[src/rtl/ex_stage.sv]
// Execute stage of the RV64 pipeline: operand forwarding, ALU, branch resolution
// and the EX/MEM pipeline register, with flush turning the captured entry into a bubble.
module ex_stage #(
    parameter int XLEN = 64
) (
    input  logic            clk,
    input  logic            reset,
    input  logic [3:0]      ID_EX_Inst,
    input  logic [4:0]      ID_EX_rs1,
    input  logic [4:0]      ID_EX_rs2,
    input  logic [4:0]      ID_EX_rd,
    input  logic [XLEN-1:0] ID_EX_PC_Out,
    input  logic [XLEN-1:0] ID_EX_ReadData1,
    input  logic [XLEN-1:0] ID_EX_ReadData2,
    input  logic [XLEN-1:0] ID_EX_imm_data,
    input  logic [1:0]      ID_EX_ALUop,
    input  logic            ID_EX_ALUsrc,
    input  logic            ID_EX_Branch,
    input  logic            ID_EX_MemRead,
    input  logic            ID_EX_MemWrite,
    input  logic            ID_EX_RegWrite,
    input  logic            ID_EX_MemtoReg,
    input  logic [4:0]      MEM_WB_rd,
    input  logic            MEM_WB_RegWrite,
    input  logic [XLEN-1:0] MEM_WB_WriteData,
    input  logic            flush,
    output logic [XLEN-1:0] EX_MEM_ALU_Result,
    output logic            EX_MEM_Zero,
    output logic [XLEN-1:0] EX_MEM_WriteData,
    output logic [XLEN-1:0] EX_MEM_Branch_Target,
    output logic            EX_MEM_BranchTaken,
    output logic [4:0]      EX_MEM_rd,
    output logic            EX_MEM_MemRead,
    output logic            EX_MEM_MemWrite,
    output logic            EX_MEM_RegWrite,
    output logic            EX_MEM_MemtoReg
);

    typedef enum logic [1:0] {
        ALU_ADD = 2'b00,
        ALU_SUB = 2'b01,
        ALU_AND = 2'b10,
        ALU_OR  = 2'b11
    } alu_ctl_e;

    // x0 is hard-wired zero, so a write targeting it must never be forwarded
    function automatic logic fwd_hit(input logic we, input logic [4:0] dst, input logic [4:0] src);
        return we && (dst != 5'd0) && (dst == src);
    endfunction

    function automatic alu_ctl_e alu_decode(input logic [1:0] op, input logic [3:0] inst);
        alu_ctl_e ctl;
        case (op)
            2'b00: ctl = ALU_ADD;
            2'b01: ctl = ALU_SUB;
            2'b10: begin
                case (inst)
                    4'b0000: ctl = ALU_ADD;
                    4'b1000: ctl = ALU_SUB;
                    4'b0111: ctl = ALU_AND;
                    4'b0110: ctl = ALU_OR;
                    default: ctl = ALU_ADD;
                endcase
            end
            default: ctl = ALU_ADD;
        endcase
        return ctl;
    endfunction

    function automatic logic [XLEN-1:0] alu_calc(input alu_ctl_e ctl,
                                                 input logic [XLEN-1:0] a,
                                                 input logic [XLEN-1:0] b);
        logic [XLEN-1:0] r;
        case (ctl)
            ALU_ADD: r = a + b;
            ALU_SUB: r = a - b;
            ALU_AND: r = a & b;
            ALU_OR:  r = a | b;
            default: r = a + b;
        endcase
        return r;
    endfunction

    function automatic logic branch_cond(input logic [2:0] f3,
                                         input logic [XLEN-1:0] a,
                                         input logic [XLEN-1:0] b);
        logic c;
        case (f3)
            3'b000:  c = (a == b);
            3'b001:  c = (a != b);
            3'b100:  c = ($signed(a) < $signed(b));
            3'b101:  c = ($signed(a) >= $signed(b));
            default: c = 1'b0;
        endcase
        return c;
    endfunction

    logic [XLEN-1:0] fwd_a_s;
    logic [XLEN-1:0] fwd_b_s;
    logic [XLEN-1:0] alu_b_s;
    logic [XLEN-1:0] alu_res_s;
    logic [XLEN-1:0] br_target_s;
    logic            br_taken_s;

    // Operand forwarding: the EX/MEM entry (our own register) is younger than MEM/WB
    always_comb begin
        fwd_a_s = ID_EX_ReadData1;
        fwd_b_s = ID_EX_ReadData2;
        if (fwd_hit(EX_MEM_RegWrite, EX_MEM_rd, ID_EX_rs1)) begin
            fwd_a_s = EX_MEM_ALU_Result;
        end else if (fwd_hit(MEM_WB_RegWrite, MEM_WB_rd, ID_EX_rs1)) begin
            fwd_a_s = MEM_WB_WriteData;
        end else begin
            fwd_a_s = ID_EX_ReadData1;
        end
        if (fwd_hit(EX_MEM_RegWrite, EX_MEM_rd, ID_EX_rs2)) begin
            fwd_b_s = EX_MEM_ALU_Result;
        end else if (fwd_hit(MEM_WB_RegWrite, MEM_WB_rd, ID_EX_rs2)) begin
            fwd_b_s = MEM_WB_WriteData;
        end else begin
            fwd_b_s = ID_EX_ReadData2;
        end
    end

    // ALU, branch decision and branch target for the instruction in EX
    always_comb begin
        alu_b_s     = ID_EX_ALUsrc ? ID_EX_imm_data : fwd_b_s;
        alu_res_s   = alu_calc(alu_decode(ID_EX_ALUop, ID_EX_Inst), fwd_a_s, alu_b_s);
        br_taken_s  = ID_EX_Branch & branch_cond(ID_EX_Inst[2:0], fwd_a_s, fwd_b_s);
        br_target_s = ID_EX_PC_Out + (ID_EX_imm_data << 1);
    end

    // EX/MEM pipeline register; flush captures a full bubble (all fields zero)
    always_ff @(posedge clk or negedge reset) begin
        if (!reset) begin
            EX_MEM_ALU_Result    <= {XLEN{1'b0}};
            EX_MEM_Zero          <= 1'b0;
            EX_MEM_WriteData     <= {XLEN{1'b0}};
            EX_MEM_Branch_Target <= {XLEN{1'b0}};
            EX_MEM_BranchTaken   <= 1'b0;
            EX_MEM_rd            <= 5'd0;
            EX_MEM_MemRead       <= 1'b0;
            EX_MEM_MemWrite      <= 1'b0;
            EX_MEM_RegWrite      <= 1'b0;
            EX_MEM_MemtoReg      <= 1'b0;
        end else if (flush) begin
            EX_MEM_ALU_Result    <= {XLEN{1'b0}};
            EX_MEM_Zero          <= 1'b0;
            EX_MEM_WriteData     <= {XLEN{1'b0}};
            EX_MEM_Branch_Target <= {XLEN{1'b0}};
            EX_MEM_BranchTaken   <= 1'b0;
            EX_MEM_rd            <= 5'd0;
            EX_MEM_MemRead       <= 1'b0;
            EX_MEM_MemWrite      <= 1'b0;
            EX_MEM_RegWrite      <= 1'b0;
            EX_MEM_MemtoReg      <= 1'b0;
        end else begin
            EX_MEM_ALU_Result    <= alu_res_s;
            EX_MEM_Zero          <= (alu_res_s == {XLEN{1'b0}});
            EX_MEM_WriteData     <= fwd_b_s;
            EX_MEM_Branch_Target <= br_target_s;
            EX_MEM_BranchTaken   <= br_taken_s;
            EX_MEM_rd            <= ID_EX_rd;
            EX_MEM_MemRead       <= ID_EX_MemRead;
            EX_MEM_MemWrite      <= ID_EX_MemWrite;
            EX_MEM_RegWrite      <= ID_EX_RegWrite;
            EX_MEM_MemtoReg      <= ID_EX_MemtoReg;
        end
    end

endmodule

[config.mk]
export PLATFORM = sky130hd
export DESIGN_NAME = ex_stage
export DESIGN_NICKNAME = d
export VERILOG_FILES = /design/src/rtl/ex_stage.sv
export SDC_FILE = /design/constraint.sdc
export NUM_CORES = 1
export LEC_CHECK = 0
export CORE_MARGIN = 3
export CORE_UTILIZATION = 45
export CTS_CLUSTER_DIAMETER = 120
export DETAILED_ROUTE_END_ITERATION = 10
export PLACE_DENSITY = 0.79
export SLEW_MARGIN = 30
export SYNTH_ARGS = -nofsm -noshare
export SYNTH_HDL_FRONTEND = slang
export SYNTH_SLANG_ARGS = --single-unit
[constraint.sdc]
create_clock -name clk -period 8.9 [get_ports clk]
set_input_delay 1.78 -clock clk [delete_from_list [all_inputs] [get_ports clk]]
set_output_delay 1.78 -clock clk [all_outputs]
set_load 0.05 [all_outputs]
==> results by group, run 1 <==
Status
  – Status: finished clean

Clock network
  – Htree depth: 1
  – Clock slew at reported path FFs: 0.06 ns
  – Bufs on Longest Clock Path: 3
  – TritonCTS Buffers: 25
  – Sink Count: between 200 and 250
  – Hold Buf Count CTS: 0
  – CTS tree: done
  – Clk Latency, worst-skew pair: 0.57 ns
  – Clock root cell: clkbuf_16

Routing
  – Wire per inst: between 20 and 30 um
  – Iter 0 DRT Violations: roughly 3900
  – Final WL: ~120 mm
  – Vias post-DR: 27080
  – Remaining antenna violation count after routing: 0
  – TritonRoute pass-1 iters: 7
  – Detailed-route vias per instance: 6.294
  – DRC: 0

Worst setup path
  – CP bufs+invs: 6
  – R2R depth: 32
  – R2r startpoint: EX_MEM_rd[1]$_DFF_PN0_
  – Slowest cell delay on critical path: between 0.6 and 0.7 ns
  – Max FO, Critical Path: 8
  – Crit path to: EX_MEM_Zero$_DFF_PN0_
  – Most used cell, CP: buf_4
  – CP top delay family: simple AND/OR/NAND/NOR gates
  – Crit. End Element: flop
  – Worst R2R End: EX_MEM_Zero$_DFF_PN0_
  – Crit path required time: ~9.4 ns
  – Crit path DAT: about 9.2 ns
  – Critical path depth in cells: 29
  – Register-to-register path setup slack: between 1 and 1.5 ns
  – Startpoint type of the worst setup path: input pin
  – Worst path slowest cell: a311oi_1
  – Critical Setup Path Class: in2reg
  – CP startpoint: MEM_WB_rd[1]

Synthesis
  – Sequential element share of the synthesized area: 0.2369
  – Cell variety after synth: 93
  – Post-Synth Adder-Cell Area: 0.1272
  – Post-Synth Simple-Gate Area: 0.2130
  – Largest family of logic cells by synthesized area: compound AO/OA/AOI/OAI gates
  – Mapped cell area: around 21000 sq um
  – Post-Syn Nets: about 3300
  – Syn Inst Count: roughly 2800
  – Seq cells post-synth: between 200 and 250
  – Post-synthesis mux area share: 0.04026
  – Post-synthesis compound-gate area fraction: 0.2645
  – Yosys warnings: 0
  – Number of flops mapped to enable cells by yosys: 0
  – Mean post-synth cell area: 7.738 sq um
  – Main flop type after synthesis: dfrtp_1
  – Xor/xnor cell area share of the yosys netlist: 0.07843
  – Ys async rst share: 1.000

Finish
  – Share of layout cells above drive strength 1: 0.1654
  – Utilization after layout: 0.6793
  – Area grow syn2layout: 48.43%
  – Final #Nets: 4221
  – Multi-input logic area: 15720 sq um
  – Fillers: roughly 4000
  – Design area: approximately 32000 sq um
  – Storage element area: 5080 sq um

Global routing
  – Antenna violations before repair: 6
  – Largest net degree at the start of global routing: 115
  – First-pass GRT wire length: about 160 mm
  – Number of global-route vias before repair: roughly 26000
  – GRT Util Overall: 0.4336
  – GRT overflow: 0

Worst hold path
  – Hold Crit Class: reg2reg

Floorplan
  – Total die area: roughly 50000 sq um
  – Row cnt: between 70 and 80
  – Starting density of the core: 0.4576
  – Die Ht: 224.3 um
  – I/O pin count: about 560
  – Core ar.: approximately 47000 sq um
  – Die X: 224.3 um

STA
  – Maximum clock frequency: about 110 MHz
  – Worst-margin pin slew: around 1.1 ns
  – Final worst slack: 0.1967 ns
  – Tcrit/Tclk final: 0.9779
  – Clock Skews: between 0.015 and 0.02 ns
  – Hold Fails Final Rpt: 0
  – Max-slew violations: 0
  – Relative slew slack: 0.2658
  – Hold slack: 0.7163 ns
  – Fin crit period: approximately 8.7 ns
  – Setup violations, final: 0

Pwr
  – PnR Total Power: 5561 uW
  – Lkg Pwr: about 0.014 uW
  – Maximum VDD drop: between 150 and 200 uV
  – Pwr Density: around 170 nW/um^2

Placement
  – Gpl congestion: about 1.1
  – DPL Wire Length: 95.25 mm
  – IO Port Bufs: ~560
  – Area of placed instances: between 30000 and 40000 sq um
  – Place WS: -0.6233 ns

Run
  – Max Cap Viol: 0
[synthesized netlist by cell type (21+ instances only)]
cell      number  area, sq um
a211oi_1      27        202.7
a21o_1       120        900.9
a21oi_1      221         1106
a31o_2        32        280.3
a31oi_1       42        262.8
and3_1        22        137.6
clkbuf_1     112        420.4
dfrtp_1      203         5080
ha_1         194         2427
inv_1         68        255.2
maj3_1        26        260.3
mux2i_1       84        840.8
nand2_1      283         1062
nand2b_1      21        131.4
nand3_1       58        290.3
nand4_1       53        331.6
nor2_1       325         1220
nor2b_1       54        337.8
nor3_1        52        260.3
o21a_1        40        300.3
o21ai_0      212         1061
o21bai_1      26        195.2
xnor2_1      109        954.7
xor2_1        83        727.0
[worst min-delay path by stage]
stage / startpoint / end / depth (start not counted)
2_1_floorplan: EX_MEM_ALU_Result[0]$_DFF_PN0_ / EX_MEM_WriteData[0]$_DFF_PN0_ / 3
3_3_place_gp: EX_MEM_ALU_Result[12]$_DFF_PN0_ / EX_MEM_WriteData[12]$_DFF_PN0_ / 2
3_5_place_dp: EX_MEM_ALU_Result[12]$_DFF_PN0_ / EX_MEM_WriteData[12]$_DFF_PN0_ / 2
4_1_cts: EX_MEM_ALU_Result[12]$_DFF_PN0_ / EX_MEM_WriteData[12]$_DFF_PN0_ / 2
5_1_grt: EX_MEM_ALU_Result[12]$_DFF_PN0_ / EX_MEM_WriteData[12]$_DFF_PN0_ / 2
6_report: EX_MEM_ALU_Result[12]$_DFF_PN0_ / EX_MEM_WriteData[12]$_DFF_PN0_ / 2
[routing by layer]
layer  track usage  routed length, um
met1        0.6118              47110
met2        0.5973              45070
met3        0.1862              19130
met4        0.1327               3963
met5             0                  0
[layout make-up]
type                            count  area share
Multi-Input combinational cell   2354      0.4938
Timing Repair Buffer             1016      0.2856
Sequential cell                   203      0.1596
Tap cell                          607     0.02386
Clock buffer                       34     0.02229
Inverter                           69    0.008138
Clock inverter                     11    0.006015
Antenna cell                        8   0.0006290
[sequential cells by signal, indices dropped and copies added, names as in the netlist]
| name | cells |
|---|---|
| EX_MEM_ALU_Result | 64 |
| EX_MEM_BranchTaken | 1 |
| EX_MEM_Branch_Target | 64 |
| EX_MEM_MemRead | 1 |
| EX_MEM_MemWrite | 1 |
| EX_MEM_MemtoReg | 1 |
| EX_MEM_RegWrite | 1 |
| EX_MEM_WriteData | 64 |
| EX_MEM_Zero | 1 |
| EX_MEM_rd | 5 |
[where the power goes]
part	switching (uW)	internal, uW	total [uW]
clock network	443	700	1140
logic	1900	1320	3210
registers	150	1050	1200
total	2490	3070	5560
[worst register-to-register path: cells and delay by family (launching register included)]
family                   cells  cell delay, ns
flip-flops                   1            0.44
AND/OR/NAND/NOR             13            2.88
AO/OA/AOI/OAI               10            2.47
XOR/XNOR                     2            0.46
buffers and inverters        5            0.79
adder cells (fa/ha/maj)      1            0.32
multiplexers                 1            0.14
[metrics by stage]
step	instances	TNS, ns
6_report	4302	0
5_1_grt	4298	-0.01008
4_1_cts	4288	0
3_5_place_dp	4243	-1.482
3_3_place_gp	4243	-0.4487
2_1_floorplan	2771	0
[placed cells by master (no fill, tap or decap), types with 11 or more instances in the layout]
cell type,instances
dfrtp_1,203
clkbuf_16,25
o31ai_1,17
o21bai_1,26
and3_1,22
or3_1,13
ha_1,194
nor2b_1,52
nor2_1,321
a21oi_1,216
o21ai_1,25
inv_1,68
nand3_1,56
maj3_1,26
nand2_1,282
nor4_1,13
or2_2,16
clkdlybuf4s50_1,555
a21o_1,120
a31oi_1,40
buf_4,454
a211oi_1,25
nand2b_1,21
and2_1,15
nor3_1,50
nand4_1,53
xor2_1,83
o21a_1,40
xnor2_1,109
a21boi_0,11
mux2i_1,81
o211ai_1,12
o21ai_0,197
a31o_2,32
[logic make-up after synthesis]
group	Yosys count
xor gates and xnor gates	192
AOI/OAI and AO/OA	879
and+or+nand+nor	975
adders and majority gates	222
buffers and inverters	214
muxes	86
DFF	203
[repair_timing]
item | 4_1_cts | 5_1_grt
resized for setup | 1 | 46
pin swaps | 0 | 12
setup buffers | 0 | 6
endpoints found under the setup margin | 1 | 7
gates cloned | 0 | 0
No activity file was read; power rests on OpenSTA's default activity.
==> run 2: changes to the inputs <==
Settings changed: PLACE_DENSITY 0.79 to 0.72, SETUP_SLACK_MARGIN set to 0.3, SKIP_CTS_REPAIR_TIMING set to 1.
==> run 2 against run 1 <==
  * Worst hold slack gained 0.038 ns
  * Power up 0.85%
  * Clock skew is 0.022 ns higher
  * Via count rose by 1.5%
  * Sequential share of layout area is 0.20 points lower
  * Critical endpoint unchanged
  * Largest power group unchanged
==> results by group, run 2 (synthesized netlist as in run 1, its figures left out) <==
STA
  – Clock Skews: 0.03854 ns
  – Worst-margin pin slew: between 0.9 and 1 ns
  – RSZ-0062 raised after global routing: false
  – Hold Fails Final Rpt: 0
  – Setup violations, final: 0
  – Max-slew violations: 0
  – Maximum clock frequency: 115.9 MHz
  – Fin crit period: 8.625 ns
  – Setup_tns: 0 ns
  – Relative slew slack: 0.3511
  – Tcrit/Tclk final: 0.9691

Run
  – Max Cap Viol: 0

Global routing
  – Antenna violations before repair: 15
  – Number of global-route vias before repair: about 25000
  – GRT overflow: 0
  – First-pass GRT wire length: 168.6 mm
  – Largest net degree at the start of global routing: a little under 100
  – GRT Util Overall: 0.4490

Pwr
  – PnR Total Power: between 5000 and 6000 uW
  – Pwr Density: 174.0 nW/um^2
  – Lkg Pwr: between 0.01 and 0.015 uW
  – Sequential power share: 0.218
  – Switch share: 0.4518
  – Int Power: about 3100 uW
  – Maximum VDD drop: about 170 uV
  – Clk pwr share: 0.199
  – Comb pwr share: 0.583
  – Sw power: between 2000 and 3000 uW

Worst setup path
  – R2r startpoint: EX_MEM_rd[2]$_DFF_PN0_
  – Register-to-register path setup slack: 1.37 ns
  – Crit path required time: between 9 and 10 ns
  – Max FO, Critical Path: 5
  – Most used cell, CP: buf_4
  – Crit path DAT: 9.15 ns
  – Critical Setup Path Class: in2reg
  – Slowest cell delay on critical path: approximately 0.63 ns
  – Worst path slowest cell: or4b_4
  – R2R depth: 33
  – Startpoint type of the worst setup path: input pin
  – CP top delay family: simple AND/OR/NAND/NOR gates
  – CP bufs+invs: 7
  – Crit. End Element: flop
  – Worst R2R End: EX_MEM_Zero$_DFF_PN0_

Clock network
  – Clock slew at reported path FFs: roughly 0.06 ns
  – Sink Count: about 200
  – Clock root cell: clkbuf_16
  – Htree depth: 1
  – Clk Latency, worst-skew pair: 0.60 ns
  – CTS tree: done
  – TritonCTS Buffers: 26
  – Bufs on Longest Clock Path: 3

Finish
  – Non-filler cells, final: approximately 4300
  – Fillers: ~4000
  – Final #Nets: ~4200
  – Most frequent cells in the layout: clkdlybuf4s50_1, buf_4, nor2_1
  – Share of layout cells above drive strength 1: 0.1775
  – Commonest non-fill, non-tap cell in the layout: clkdlybuf4s50_1
  – Largest registers: EX_MEM_ALU_Result: 64 flops, EX_MEM_Branch_Target: 64 flops, EX_MEM_WriteData: 64 flops
  – Area grow syn2layout: 50.28%

Floorplan
  – Starting density of the core: 0.4576
  – Core ar.: around 47000 sq um
  – Die Ht: ~220 um
  – Die X: around 220 um
  – I/O pin count: roughly 560
  – Total die area: 50300 sq um
  – Row cnt: slightly below 80

Routing
  – Final WL: 120.3 mm
  – Iter 0 DRT Violations: 4220
  – TritonRoute pass-1 iters: 9
  – Detailed-route vias per instance: about 6.4
  – Wire per inst: roughly 28 um
  – Vias post-DR: roughly 27000
  – Remaining antenna violation count after routing: 0
  – DRC: 0

Placement
  – Gpl congestion: between 1 and 1.5
  – Placed cells: between 4000 and 5000
  – DPL Wire Length: ~98 mm
  – IO Port Bufs: about 560

Worst hold path
  – Hold worst-path end: EX_MEM_WriteData[13]$_DFF_PN0_
  – Hold path startpoint: EX_MEM_ALU_Result[13]$_DFF_PN0_
  – Hold Crit Class: reg2reg
  – Hold depth: 2

Status
  – Status: finished clean
-- run 2: changes by cell type in the layout (fill, tap and decap cells not counted), moves of 5 or more --
cell / change
clkinv_2: +5
nor2_1: -5
buf_4: +5
buf_12: +5
diode_2: +6
-- run 2: stage by stage --
stage	setup WS (ns)	hold WS, ns	instance area, sq um	utilization
2_1_floorplan	0.4427	0.8843	21440	-
3_3_place_gp	-0.5502	0.6342	30760	0.6564
4_1_cts	-0.1922	0.7041	31630	0.6751
5_1_grt	0.1554	0.7566	32220	0.6877
6_report	0.2749	0.7543	32220	0.6878
3_5_place_dp	-0.7557	0.6808	30760	0.6564
-- run 2: tightest hold or removal path: cells and delay by family (launching register included) --
| family | cells | cell delay, ns |
|---|---|---|
| compound gates | 1 | 0.14 |
| flops | 1 | 0.42 |
| simple gates | 1 | 0.13 |
-- run 2: area by class of cell --
type	instances	area (sq um)	share of cell area
inverter	69	259.0	0.008038
clock buffer	35	724.4	0.02248
antenna	14	35.03	0.001087
tap	607	759.5	0.02357
sequential	203	5080	0.1576
multi-input combinational	2354	15940	0.4947
timing repair buffer	1028	9274	0.2878
clock inverter	12	150.1	0.004659
-- run 2: how the worst max path moves through the flow --
stage	startpoint	end	slack, ns	cells after the start
after floorplan	ID_EX_ALUsrc	EX_MEM_Zero$_DFF_PN0_	0.44	30
after global placement	MEM_WB_rd[1]	EX_MEM_Zero$_DFF_PN0_	-0.55	29
after detailed placement	MEM_WB_rd[1]	EX_MEM_Zero$_DFF_PN0_	-0.76	30
after CTS	MEM_WB_rd[1]	EX_MEM_Zero$_DFF_PN0_	-0.19	30
after global routing	ID_EX_rs2[4]	EX_MEM_Zero$_DFF_PN0_	0.16	35
final	ID_EX_rs2[4]	EX_MEM_Zero$_DFF_PN0_	0.27	33
-- run 2: power by group through the flow --
| stage | logic (uW) | registers (uW) | clock network [uW] |
|---|---|---|---|
| after floorplan | 1180 | 1600 | 0 |
| after global placement | 3030 | 1210 | 0 |
| after detailed placement | 3070 | 1210 | 0 |
| after CTS | 3090 | 1200 | 1110 |
| after global routing | 3400 | 1210 | 1150 |
| final | 3270 | 1220 | 1120 |
-- run 2: metal layers --
layer	track usage	wire length (um)	vias to the layer above
met5	0	100	-
met4	0.1423	4627	4
met3	0.1836	19400	322
met2	0.6375	48670	2234
met1	0.6214	47460	13040
li1	-	-	11880
